==> src/rtl/cic_bitstream_decimator_if.sv <==
// cic_bitstream_decimator_if: sigma-delta bit input and decimated sample output bundle
interface cic_bitstream_decimator_if #(parameter int OUT_W = 13);
    logic             bit_in;
    logic             bit_en;
    logic [OUT_W-1:0] sample_out;
    logic             sample_strobe;
    modport master (output bit_in, bit_en, input sample_out, sample_strobe);
    modport slave  (input bit_in, bit_en, output sample_out, sample_strobe);
endinterface

==> src/rtl/cic_bitstream_decimator.sv <==
// cic_bitstream_decimator: 3-stage CIC decimator turning a 1-bit sigma-delta stream into signed samples (CIC_TESTRAMP_EN: ramp output)
module cic_bitstream_decimator #(
    parameter int DECIM_LOG2 = 5,
    parameter int OUT_W      = 13
) (
    input logic clk,
    input logic rst,
    cic_bitstream_decimator_if.slave bus
);
    localparam int ACC_W = 3*DECIM_LOG2+2;
    localparam int SHIFT = 3*DECIM_LOG2+1-OUT_W;
    localparam logic signed [ACC_W-1:0] S_MAX = ACC_W'((1 << (OUT_W-1)) - 1);
    localparam logic signed [ACC_W-1:0] S_MIN = ~S_MAX;
    typedef enum logic [2:0] {IDLE, C1, C2, C3, OUT} state_t;
    state_t state;
    logic signed [ACC_W-1:0] i1, i2, i3, c0, c1, c2, c3, d0, d1, d2, x, sh;
    logic [DECIM_LOG2-1:0] dec_cnt;
    logic tick;
    logic [OUT_W-1:0] sat;
`ifdef CIC_TESTRAMP_EN
    logic [OUT_W-1:0] ramp;
`endif
    always_comb begin
        x    = bus.bit_in ? ACC_W'(1) : '1;
        tick = bus.bit_en && dec_cnt == '1;
        sh   = c3 >>> SHIFT;
        sat  = sh > S_MAX ? S_MAX[OUT_W-1:0] : sh < S_MIN ? S_MIN[OUT_W-1:0] : sh[OUT_W-1:0];
    end
    always_ff @(posedge clk or posedge rst)
        if (rst) begin
            state             <= IDLE;
            i1                <= '0;
            i2                <= '0;
            i3                <= '0;
            c0                <= '0;
            c1                <= '0;
            c2                <= '0;
            c3                <= '0;
            d0                <= '0;
            d1                <= '0;
            d2                <= '0;
            dec_cnt           <= '0;
            bus.sample_out    <= '0;
            bus.sample_strobe <= 1'b0;
`ifdef CIC_TESTRAMP_EN
            ramp              <= '0;
`endif
        end else begin
            bus.sample_strobe <= 1'b0;
            if (bus.bit_en) begin
                i1      <= i1 + x;
                i2      <= i2 + i1;
                i3      <= i3 + i2;
                dec_cnt <= dec_cnt + 1'b1;
            end
            // a tick outside IDLE is impossible for R >= 32 and is ignored
            case (state)
                IDLE: if (tick) begin
                    c0    <= i3;
                    state <= C1;
                end
                C1: begin
                    c1    <= c0 - d0;
                    d0    <= c0;
                    state <= C2;
                end
                C2: begin
                    c2    <= c1 - d1;
                    d1    <= c1;
                    state <= C3;
                end
                C3: begin
                    c3    <= c2 - d2;
                    d2    <= c2;
                    state <= OUT;
                end
                OUT: begin
`ifdef CIC_TESTRAMP_EN
                    bus.sample_out <= ramp;
                    ramp           <= ramp + 1'b1;
`else
                    bus.sample_out <= sat;
`endif
                    bus.sample_strobe <= 1'b1;
                    state             <= IDLE;
                end
                default: state <= IDLE;
            endcase
        end
endmodule

==> src/flat_wrapper.sv <==
// flat-port wrapper written by rule: the top's interface ports become plain ports
module cic_bitstream_decimator_flat 
#(
    parameter int DECIM_LOG2 = 5,
    parameter int OUT_W      = 13
)
  (clk, rst, bus_bit_in, bus_bit_en, bus_sample_out, bus_sample_strobe);
  cic_bitstream_decimator_if #(.OUT_W(OUT_W)) bus_i ();
  input logic clk;
  input logic rst;
  input wire logic [$bits(bus_i.bit_in)-1:0] bus_bit_in;
  input wire logic [$bits(bus_i.bit_en)-1:0] bus_bit_en;
  output wire logic [$bits(bus_i.sample_out)-1:0] bus_sample_out;
  output wire logic [$bits(bus_i.sample_strobe)-1:0] bus_sample_strobe;
  assign bus_i.bit_in = bus_bit_in;
  assign bus_i.bit_en = bus_bit_en;
  assign bus_sample_out = bus_i.sample_out;
  assign bus_sample_strobe = bus_i.sample_strobe;
  cic_bitstream_decimator #(.DECIM_LOG2(DECIM_LOG2), .OUT_W(OUT_W)) u_core (.clk(clk), .rst(rst), .bus(bus_i));
endmodule
==> config.mk <==
export PLATFORM = sky130hd
export DESIGN_NAME = cic_bitstream_decimator_flat
export DESIGN_NICKNAME = d
export VERILOG_FILES = /design/src/rtl/cic_bitstream_decimator_if.sv /design/src/rtl/cic_bitstream_decimator.sv /design/src/flat_wrapper.sv
export SDC_FILE = /design/constraint.sdc
export NUM_CORES = 1
export LEC_CHECK = 0
export BUFFER_PORTS_ARGS = -buffer_cell sky130_fd_sc_hd__buf_2
export CORE_ASPECT_RATIO = 1.2
export CORE_MARGIN = 2
export CORE_UTILIZATION = 58
export DETAILED_ROUTE_END_ITERATION = 10
export GPL_TIMING_DRIVEN = 1
export PLACE_DENSITY = 0.78
export SLEW_MARGIN = 20
export SYNTH_ARGS = -nofsm -noshare
export SYNTH_HDL_FRONTEND = slang
export SYNTH_SLANG_ARGS = --single-unit
==> constraint.sdc <==
create_clock -name clk -period 11.76 [get_ports clk]
set_input_delay 1.176 -clock clk [delete_from_list [all_inputs] [get_ports clk]]
set_output_delay 1.176 -clock clk [all_outputs]
set_load 0.01 [all_outputs]
Word level (Yosys, flattened, before mapping)
Index checks and enable logic that the tools add are counted.
{ "classes": {"n_addsub": 7, "n_lt_le_gt_ge": 2, "n_eq_ne": 6, "mux": 6, "n_reduce_logical": 3} }
{ "ops": {"columns": ["op", "n"], "rows": [
  ["17-bit adder", 3],
  ["17-bit subtractor", 3],
  ["13-bit 2-to-1 mux", 2],
  ["17-bit 2-to-1 mux", 1],
  ["14-bit by 13-bit > comparator with 1-bit output, second input constant", 1],
  ["14-bit by 13-bit less-than comparator with 1-bit output, second input constant", 1],
  ["3-bit case mux with 4 select lines", 1],
  ["3-bit by 2-bit equality test with 1-bit output, second input constant", 2],
  ["5-bit by 1-bit adder with 5-bit output, second input constant", 1],
  ["5-bit equality test, second input constant", 1],
  ["3-bit by 1-bit equality test with 1-bit output, second input constant", 1],
  ["3-bit equality test, second input constant", 1],
  ["3-bit zero test", 1],
  ["3-bit 2-to-1 mux", 1],
  ["2-bit by 1-bit inequality test with 1-bit output, second input constant", 1],
  ["2-bit AND reduction", 1],
  ["1-bit logical AND", 1],
  ["1-bit 2-to-1 mux", 1]
]} }
{ "word_totals": {"regBits": 192, "in_bits": 4, "output_inout_bits": 14} }

Longest topological paths before layout
Gate-level depths: netlist of the first run.
{ "depth": {"word_depth": 4, "mapped_depth": 10, "depth_no_buf": 10} }

Least setup slack after synthesis of the first run
OpenSTA, ideal clock, no wires.
{ "synth_timing": {"path_kind": "input-to-reg", "from": "input bus_bit_in", "to": "register u_core.i1[12]", "t_arrival_ns": 3.112, "setup_slack_ns": 8.523, "cell_stages": 9, "n_path_buf": 0, "path_cell_list": "inv_1 > ha_1 > nor2b_1 > o31ai_1 > a21oi_1 > o21ai_1 > a21oi_1 > xor2_1 > mux2_2"} }
{ "synth_via": {"elab_chain_cells": 2} }
{ "synth_lines": {"columns": ["item", "line", "source"], "rows": [
  ["start: declaration", "flat_wrapper.sv:11", "input wire logic [$bits(bus_i.bit_in)-1:0] bus_bit_in;"],
  ["17-bit 2-to-1 mux", "cic_bitstream_decimator.sv:24", "x = bus.bit_in ? ACC_W'(1) : '1;"],
  ["17-bit adder", "cic_bitstream_decimator.sv:51", "i1 <= i1 + x;"],
  ["end signal: assignment", "cic_bitstream_decimator.sv:51", null],
  ["end: declaration", "cic_bitstream_decimator.sv:16", "logic signed [ACC_W-1:0] i1, i2, i3, c0, c1, c2, c3, d0, d1, d2, x, sh;"]
]} }
Every way passes these cells.
A chain may end at the register's enable or synchronous reset.

Worst setup path after layout of the first run
Same ends and word-level chain as after synthesis.

==> impl_metrics.json, run 1 <==
{
  "relSlewSlack": 0.336,
  "routedWlPerCell_um": 14.1,
  "cts.htree.levels": 4,
  "ff2ff_path_depth": 9,
  "detail-route-antenna-nets": 0,
  "die-width_um": 133,
  "crit_type": "in -> reg",
  "overflow": 0,
  "drc_errors": 0,
  "cts_setup_buffers": 0,
  "worst_pin_slew_ps": 991,
  "cts_made_buffers": 17,
  "syn_nets": 1312,
  "cp-start-kind": "input pin",
  "drt_wl_total_mm": 20.9,
  "fill_cells": 1594,
  "start_util": 0.592,
  "grt_pass1_vias": 8423,
  "synth_edf_count": 0,
  "n_antenna_cell": 0,
  "hp-class": "reg -> reg",
  "setup_violations": 0,
  "drv_slew": 0,
  "via_per_inst": 5.67,
  "path_max_fanout": 15,
  "clk_latency_ps": 430,
  "min_period_ps": 3380,
  "regToRegSetupSlack_ps": 8950,
  "syn2layout_area_growth_pct": 7.55,
  "die_area_mm2": 0.0211,
  "required_ps": 12090,
  "vias": 8404,
  "synthCells": 1207,
  "numPortBuffers": 17,
  "clock_skew_ps": 12.1,
  "nets": 1314,
  "worstPathArrival_ps": 3710,
  "yosysSeqAreaShare": 0.409,
  "cts-resized-gates": 0,
  "max_freq_ghz": 0.296,
  "period_share": 0.287,
  "status": "finished clean",
  "syn-cell-area_mm2": 0.0116,
  "antenna_found_initial": 0,
  "hold_viol": 0,
  "io_pins": 18,
  "multi_input_area_mm2": 0.00633,
  "whs_path_depth": 1,
  "drtIter0Drc": 338,
  "fin_setup_tns_ps": 0,
  "design.core.area_mm2": 0.0195,
  "root_buffer": "clkbuf_16",
  "die_h_um": 159,
  "place_congestion": 0.794,
  "ys_ff_latch": 189,
  "rsz0062_at_grt": "no",
  "drive_gt1_frac": 0.110,
  "avgSynthCellArea_um2": 9.59,
  "clk_path_buf_depth": 2,
  "synth.distinct_cells": 73,
  "fp-row-count": 56,
  "clk_pin_slew_ps": 80,
  "clock-sinks": 189,
  "ctsHoldBuffers": 0,
  "drtPass1Iterations": 4,
  "grt_pass1_wl_mm": 37.2,
  "seq_area_mm2": 0.00473,
  "yosys_warnings": 0,
  "dominantRegCellSynth": "dfrtp_1",
  "max-cap-violations": 0,
  "dp.final_hpwl_mm": 15.1,
  "track_usage": 0.210,
  "grt_max_degree": 144,
  "async_flop_share": 1.00,
  "crit_path_end_kind": "flip-flop",
  "cts_tree": "done"
}
[final cells by class]
class | count | share of cell area
Clock buffer | 17 | 0.0342
Clock inverter | 15 | 0.0140
Inverter | 84 | 0.0259
Multi-Input combinational cell | 894 | 0.509
Sequential cell | 189 | 0.380
Tap cell | 261 | 0.0262
Timing Repair Buffer | 23 | 0.0105
[critical path, stage by stage]
cell	delay, ps
buf_2	140
inv_1	430
ha_1	380
nor2b_1	160
o31ai_1	350
a21oi_1	150
o21ai_1	360
a21oi_1	130
xor2_1	150
mux2_2	260
[sequential cells by signal, indices dropped and copies added (netlist names)]
name and count:
u_core.c0 17, u_core.c1 17, u_core.c2 17, u_core.d0 17, u_core.d1 17, u_core.d2 17
u_core.i1 17, u_core.i2 17, u_core.i3 17, u_core.c3 14, u_core.bus.sample_out 13, u_core.dec_cnt 5
u_core.state 3, u_core.bus.sample_strobe 1
[path summary, 6_finish.rpt]
path,start,end
min in group asynchronous,rst,u_core.d2[0]
hold reg to reg,u_core.dec_cnt[3],u_core.dec_cnt[3]
max in group asynchronous,rst,u_core.d0[8]
hold / removal,u_core.dec_cnt[3],u_core.dec_cnt[3]
setup reg to reg,u_core.i3[0],u_core.i3[16]
setup / recovery,bus_bit_in,u_core.i1[12]
[synth_stat cells, drive strengths merged, types with 6 or more instances]
library cell,number,area [um^2]
mux2,60,676
a31oi,11,68.8
o21ai,149,746
nand4,6,37.5
o211ai,7,62.6
nand3,19,95.1
nor2,56,210
nor2b,8,50.1
xnor2,43,377
ha,96,1200
a21o,33,249
nand2,138,518
o21a,10,75.1
a211oi,20,168
o21bai,11,82.6
and3,9,56.3
dfrtp,189,4730
clkbuf,33,144
nor3,13,81.3
o31ai,10,108
a21oi,70,354
xor2,33,289
nand2b,22,138
inv,84,315
[cell usage in the layout (no fill, tap or decap), types with 7 or more instances in the layout]
| cell | instances |
|---|---|
| nand2b_1 | 22 |
| buf_2 | 17 |
| ha_1 | 96 |
| inv_1 | 83 |
| mux2_2 | 60 |
| o31ai_1 | 7 |
| dfrtp_1 | 189 |
| clkbuf_16 | 17 |
| a21o_1 | 32 |
| o21ai_0 | 131 |
| xor2_1 | 33 |
| a211oi_1 | 18 |
| nand3_1 | 19 |
| nand2_1 | 138 |
| xnor2_1 | 43 |
| nor2b_1 | 8 |
| and3_1 | 9 |
| a31oi_1 | 11 |
| o21bai_1 | 11 |
| a21oi_1 | 69 |
| o21ai_1 | 18 |
| nor2_1 | 56 |
| nor3_1 | 11 |
| o21a_1 | 10 |
[routing by layer]
metal	GRT usage	vias to the layer above	wire length [um]
met1	0.229	4011	8700
met2	0.408	71	11500
met3	0.0335	33	328
li1	-	4289	-
met4	0.0670	0	389
met5	0	-	0
[metrics by stage]
step	utilization	setup WS (ps)	cell area [um^2]	hold WS (ps)	std cells
after floorplan	-	5440	11600	438	1207
after global placement	0.606	7900	11800	455	1451
after detailed placement	0.606	7940	11800	464	1451
after CTS	0.637	8380	12400	482	1483
after global routing	0.637	8220	12400	507	1483
final	0.637	8380	12400	478	1483
[cells by family after synthesis]
| logic type | Yosys count | synth area share |
|---|---|---|
| compound gates | 360 | 0.198 |
| flops | 189 | 0.409 |
| xor+xnor | 76 | 0.0575 |
| fa+ha+maj | 101 | 0.112 |
| buf+inv | 124 | 0.0437 |
| simple gates | 292 | 0.117 |
| mux | 65 | 0.0627 |
Power of run 1 is not shown: default switching activity piles up to over one toggle a cycle in this logic, so the estimate is an artifact.
==> inputs of run 2 (changes only) <==
--- a/config.mk
+++ b/config.mk
@@ -5,13 +5,14 @@
 export SDC_FILE = /design/constraint.sdc
 export NUM_CORES = 1
 export LEC_CHECK = 0
+export ABC_AREA = 1
 export BUFFER_PORTS_ARGS = -buffer_cell sky130_fd_sc_hd__buf_2
 export CORE_ASPECT_RATIO = 1.2
 export CORE_MARGIN = 2
 export CORE_UTILIZATION = 58
 export DETAILED_ROUTE_END_ITERATION = 10
 export GPL_TIMING_DRIVEN = 1
-export PLACE_DENSITY = 0.78
+export PLACE_DENSITY = 0.81
 export SLEW_MARGIN = 20
 export SYNTH_ARGS = -nofsm -noshare
 export SYNTH_HDL_FRONTEND = slang
==> constraint.sdc (replaced) <==
create_clock -name clk -period 2.7 [get_ports clk]
set_input_delay 0.27 -clock clk [delete_from_list [all_inputs] [get_ports clk]]
set_output_delay 0.27 -clock clk [all_outputs]
set_load 0.01 [all_outputs]
==> run 2 against run 1 <==
  * Synthesized cell count grew 32%
  * Clock skew shrank 2.7 ps
  * Sequential share of layout area shrank 1.6 points
  * Die area grew 3.0%
  * First-iteration DRC count grew 120%
  * Via count grew 23%
  * Routed wire length grew 26%
  * Core utilization grew 0.64 points
  * Global-route usage grew 4.6 points
  * Synthesized area grew 3.1%
  * Worst hold slack lost 310 ps
  * Worst setup slack lost 7800 ps
==> impl_metrics.json, run 2 <==
{
  "die_h_um": 161,
  "syn-cell-area_mm2": 0.0119,
  "design.core.area_mm2": 0.0202,
  "synth_edf_count": 0,
  "grt_pass1_wl_mm": 45.7,
  "rsz0062_at_grt": "no",
  "worstPathArrival_ps": 2410,
  "synth_most_common_cell": "nand2_1",
  "synth.distinct_cells": 40,
  "dp.final_hpwl_mm": 19.9,
  "synthTopCellsByArea": "dfrtp_1 (40%), nand2_1 (16%), ha_1 (10%), inv_1 (5.9%), o21ai_0 (4.9%)",
  "cts_tree": "done",
  "start_util": 0.591,
  "clock-sinks": 189,
  "hold_viol": 0,
  "cp-start-kind": "flip-flop",
  "cts.htree.levels": 4,
  "drtPass1Iterations": 5,
  "cts-resized-gates": 0,
  "min_period_ps": 2080,
  "overflow": 0,
  "via_per_inst": 5.46,
  "fp-row-count": 57,
  "max-cap-violations": 0,
  "grt_pass1_vias": 10158,
  "mostFrequentLayoutCell": "nand2_1",
  "path_max_fanout": 4,
  "synth_top_area_cell": "dfrtp_1",
  "final_cell_mix": "nand2_1 (502), dfrtp_1 (189), inv_1 (188)",
  "synth_commonest_cells": "nand2_1 (502), dfrtp_1 (189), inv_1 (189)",
  "yosysSeqAreaShare": 0.396,
  "vias": 10295,
  "setup_violations": 0,
  "drive_gt1_frac": 0.0512,
  "cts_made_buffers": 17,
  "ys_ff_latch": 189,
  "clk_path_buf_depth": 2,
  "die_area_mm2": 0.0217,
  "drtIter0Drc": 759,
  "antenna_found_initial": 0,
  "status": "finished clean",
  "worst_pin_slew_ps": 734,
  "fin_setup_tns_ps": 0,
  "drc_errors": 0,
  "numPortBuffers": 17,
  "yosys_warnings": 0,
  "crit_type": "reg -> reg",
  "period_share": 0.772,
  "crit_path_end_kind": "flip-flop",
  "clock_skew_ps": 9.41,
  "max_freq_ghz": 0.480,
  "die-width_um": 135,
  "n_antenna_cell": 0,
  "relSlewSlack": 0.511,
  "hp-class": "in -> reg",
  "syn_nets": 1700,
  "io_pins": 18,
  "drv_slew": 0,
  "dominantRegCellSynth": "dfrtp_1",
  "clk_latency_ps": 440,
  "place_congestion": 0.932,
  "nets": 1713,
  "drt_wl_total_mm": 26.2,
  "clk_pin_slew_ps": 70,
  "synthCells": 1595,
  "root_buffer": "clkbuf_16",
  "avgSynthCellArea_um2": 7.48,
  "routedWlPerCell_um": 13.9,
  "grt_max_degree": 54,
  "required_ps": 3030,
  "ctsHoldBuffers": 1,
  "syn2layout_area_growth_pct": 8.74,
  "detail-route-antenna-nets": 0,
  "async_flop_share": 1.00,
  "utilization": 0.643,
  "synth.top_cell.area_share": 0.396,
  "track_usage": 0.255,
  "cts_setup_buffers": 0
}
[run 2: changes by cell type in the layout (fill, tap and decap cells not counted), sizes merged, moves of 16 or more]
cell and delta:
nor2 +27, nand3b +16, nand2 +364, a21o -29
xnor2 -25, a211oi -20, a21oi +33, mux2 -52
inv +108, nand2b -22, nand3 +89
[run 2: cells by family (layout without fill, tap and decap cells)]
group | count (synthesis) | count (layout) | synth area share
AND/OR/NAND/NOR | 738 | 738 | 0.256
AO/OA/AOI/OAI | 292 | 292 | 0.129
buffers and inverters | 229 | 255 | 0.0743
flip-flops | 189 | 189 | 0.396
adder cells (fa/ha/maj) | 101 | 101 | 0.109
XOR/XNOR | 38 | 38 | 0.0279
multiplexers | 8 | 8 | 0.00755
[run 2: area by class of cell]
| class | count | area [um^2] |
|---|---|---|
| fillers | 1744 | 7210 |
| multi-input cells | 1177 | 6330 |
| flip-flops and latches | 189 | 4730 |
| inverters | 192 | 724 |
| clock buffers | 17 | 425 |
| well taps | 265 | 332 |
| repair buffers | 31 | 243 |
| clock inverters | 15 | 194 |
[run 2: critical path: stages (launching register included)]
cell and delay (ps):
dfrtp_1 350, inv_1 60, ha_1 220, fa_1 410, o21ai_1 270, nand2_1 90, nand2_1 160, nand3_1 120
nand2_1 70, nand2_1 50, nand3_1 100, nand2_1 60
[run 2: stage by stage]
| step | hold WS, ps | worst slack (ps) | cells | cell area (um^2) |
|---|---|---|---|---|
| 2_1_floorplan | 438 | -4.47 | 1595 | 11900 |
| 3_3_place_gp | 384 | 542 | 1853 | 12300 |
| 3_5_place_dp | 386 | 514 | 1853 | 12300 |
| 4_1_cts | 156 | 614 | 1886 | 13000 |
| 5_1_grt | 163 | 425 | 1886 | 13000 |
| 6_report | 167 | 616 | 1886 | 13000 |
[run 2: layer usage]
metal  vias up  global-route usage  wire length [um]
met2       200               0.466             13500
met1      4789               0.300             11000
met4         0               0.101               994
met5         -                   0                 0
met3        74              0.0386               768
li1       5232                   -                 -
[run 2: worst paths after layout]
check	slack (ps)	endpoint	startpoint	cells past startpoint
hold / removal	170	u_core.dec_cnt[4]	bus_bit_en	4
hold reg to reg	480	u_core.c3[13]	u_core.c3[13]	2
setup / recovery	620	u_core.c2[14]	u_core.c1[0]	11
max in group asynchronous	1350	u_core.c2[13]	rst	5
min in group asynchronous	450	u_core.c0[4]	rst	3
setup reg to reg	620	u_core.c2[14]	u_core.c1[0]	11
Power of run 2 is left out for the same reason.
==> inputs of run 3 (changes only) <==
--- a/config.mk
+++ b/config.mk
@@ -12,7 +12,7 @@
 export CORE_UTILIZATION = 58
 export DETAILED_ROUTE_END_ITERATION = 10
 export GPL_TIMING_DRIVEN = 1
-export PLACE_DENSITY = 0.81
+export PLACE_DENSITY = 0.78
 export SLEW_MARGIN = 20
 export SYNTH_ARGS = -nofsm -noshare
 export SYNTH_HDL_FRONTEND = slang
==> constraint.sdc (replaced) <==
create_clock -name clk -period 2.1 [get_ports clk]
set_input_delay 0.21 -clock clk [delete_from_list [all_inputs] [get_ports clk]]
set_output_delay 0.21 -clock clk [all_outputs]
set_load 0.01 [all_outputs]
==> run 3 against run 2 <==
  * Worst setup slack lost 500 ps
  * Non-clock buffer count up 4
  * Critical endpoint is now u_core.i2[12]
  * Core utilization is 0.20 points higher
  * Global-route usage rose by 0.20 points
  * Highest routed layer unchanged
  * Worst hold slack better by 6.0 ps
  * Routed wire length rose by 0.80%
==> impl_metrics.json, run 3 (synthesis results as in run 2) <==
{
  "status": "finished clean",
  "r2r-start": "u_core.i2[0]",
  "hp-class": "in -> reg",
  "reg2reg_to": "u_core.i2[12]",
  "mostFrequentLayoutCell": "nand2_1",
  "clock-sinks": 189,
  "die_area_mm2": 0.0217,
  "root_buffer": "clkbuf_16",
  "design.core.area_mm2": 0.0202,
  "period_share": 0.944,
  "detail-route-antenna-nets": 0,
  "holdWs_ps": 173,
  "nets": 1717,
  "required_ps": 2440,
  "cts_tree": "done",
  "clk_pin_slew_ps": 80,
  "cp-endpoint": "u_core.i2[12]",
  "clk_path_buf_depth": 2,
  "final_cells": 1890,
  "worst_pin_slew_ps": 793,
  "path_max_fanout": 4,
  "worstPathArrival_ps": 2320,
  "die-width_um": 135,
  "fin_setup_tns_ps": 0,
  "n_antenna_cell": 0,
  "cts.htree.levels": 4,
  "drv_slew": 0,
  "die_h_um": 161,
  "relSlewSlack": 0.471,
  "cp-start-kind": "flip-flop",
  "grt_pass1_vias": 9954,
  "antenna_found_initial": 0,
  "track_usage": 0.258,
  "rsz0062_at_grt": "no",
  "finalInstanceArea_mm2": 0.0130,
  "dp.final_hpwl_mm": 20.1,
  "ff2ff_path_depth": 11,
  "clk_latency_ps": 450,
  "max_freq_ghz": 0.504,
  "overflow": 0,
  "start_util": 0.591,
  "via_per_inst": 5.39,
  "min_period_ps": 1980,
  "setup_violations": 0,
  "drtIter0Drc": 520,
  "final_cell_mix": "nand2_1 (498), dfrtp_1 (189), inv_1 (188)",
  "place_inst": 1855,
  "hold_viol": 0,
  "clock_skew_ps": 19.0,
  "crit_path_end_kind": "flip-flop",
  "cts_made_buffers": 17,
  "drc_errors": 0,
  "drt_wl_total_mm": 26.5,
  "max-cap-violations": 0,
  "syn2layout_area_growth_pct": 9.09,
  "fp-row-count": 57,
  "fill_cells": 1775,
  "place_congestion": 0.898,
  "drtPass1Iterations": 7,
  "crit_type": "reg -> reg",
  "vias": 10190,
  "regToRegSetupSlack_ps": 120,
  "routedWlPerCell_um": 14.0,
  "crit_start": "u_core.i2[0]",
  "numPortBuffers": 17,
  "place_area_mm2": 0.0124,
  "io_pins": 18,
  "grt_max_degree": 62,
  "grt_pass1_wl_mm": 45.4,
  "drive_gt1_frac": 0.0591
}
run 3: layout make-up:
class,count,area (um^2),share of cell area
multi-input cells,1177,6350,0.488
clock inverters,14,168,0.0129
inverters,192,724,0.0557
well taps,265,332,0.0255
flip-flops and latches,189,4730,0.363
repair buffers,35,273,0.0210
clock buffers,18,439,0.0337
run 3: worst max-delay path: stages (launching register included):
cell and delay (ps):
dfrtp_1 410, ha_2 200, fa_1 390, nand2_1 100
nand3_1 100, and2_1 180, nand2_1 90, nand2_2 80
nand2_1 90, nand3b_1 90, nand3_1 100, nand2_1 60
run 3: layer usage:
layer  part of all wire  global-route usage
met1               0.43               0.308
met2               0.50               0.451
met3              0.029              0.0395
met4              0.043               0.126
met5                  0                   0
run 3: per-stage QoR:
step / worst slack (ps) / util
floorplan: -544 / -
global placement: 140 / 0.612
detailed placement: 86.2 / 0.612
CTS: 81.3 / 0.643
global route: 1.05 / 0.645
finish: 117 / 0.645
run 3: worst min path at each step:
stage	from	end	cells past startpoint
after floorplan	u_core.dec_cnt[3]	u_core.dec_cnt[3]	1
after global placement	rst	u_core.c0[8]	2
after detailed placement	rst	u_core.c0[8]	2
after CTS	bus_bit_in	u_core.i1[1]	3
after global routing	bus_bit_in	u_core.i1[1]	3
final	bus_bit_in	u_core.i1[1]	3
run 3: what timing repair did:
| action | CTS | global route |
|---|---|---|
| setup endpoints to repair | 0 | 11 |
| endpoints found under the hold margin | 8 | 0 |
| resized for setup | 0 | 9 |
| hold buffers | 1 | 0 |
| buffers inserted | 0 | 2 |
Power of run 3 is left out for the same reason.
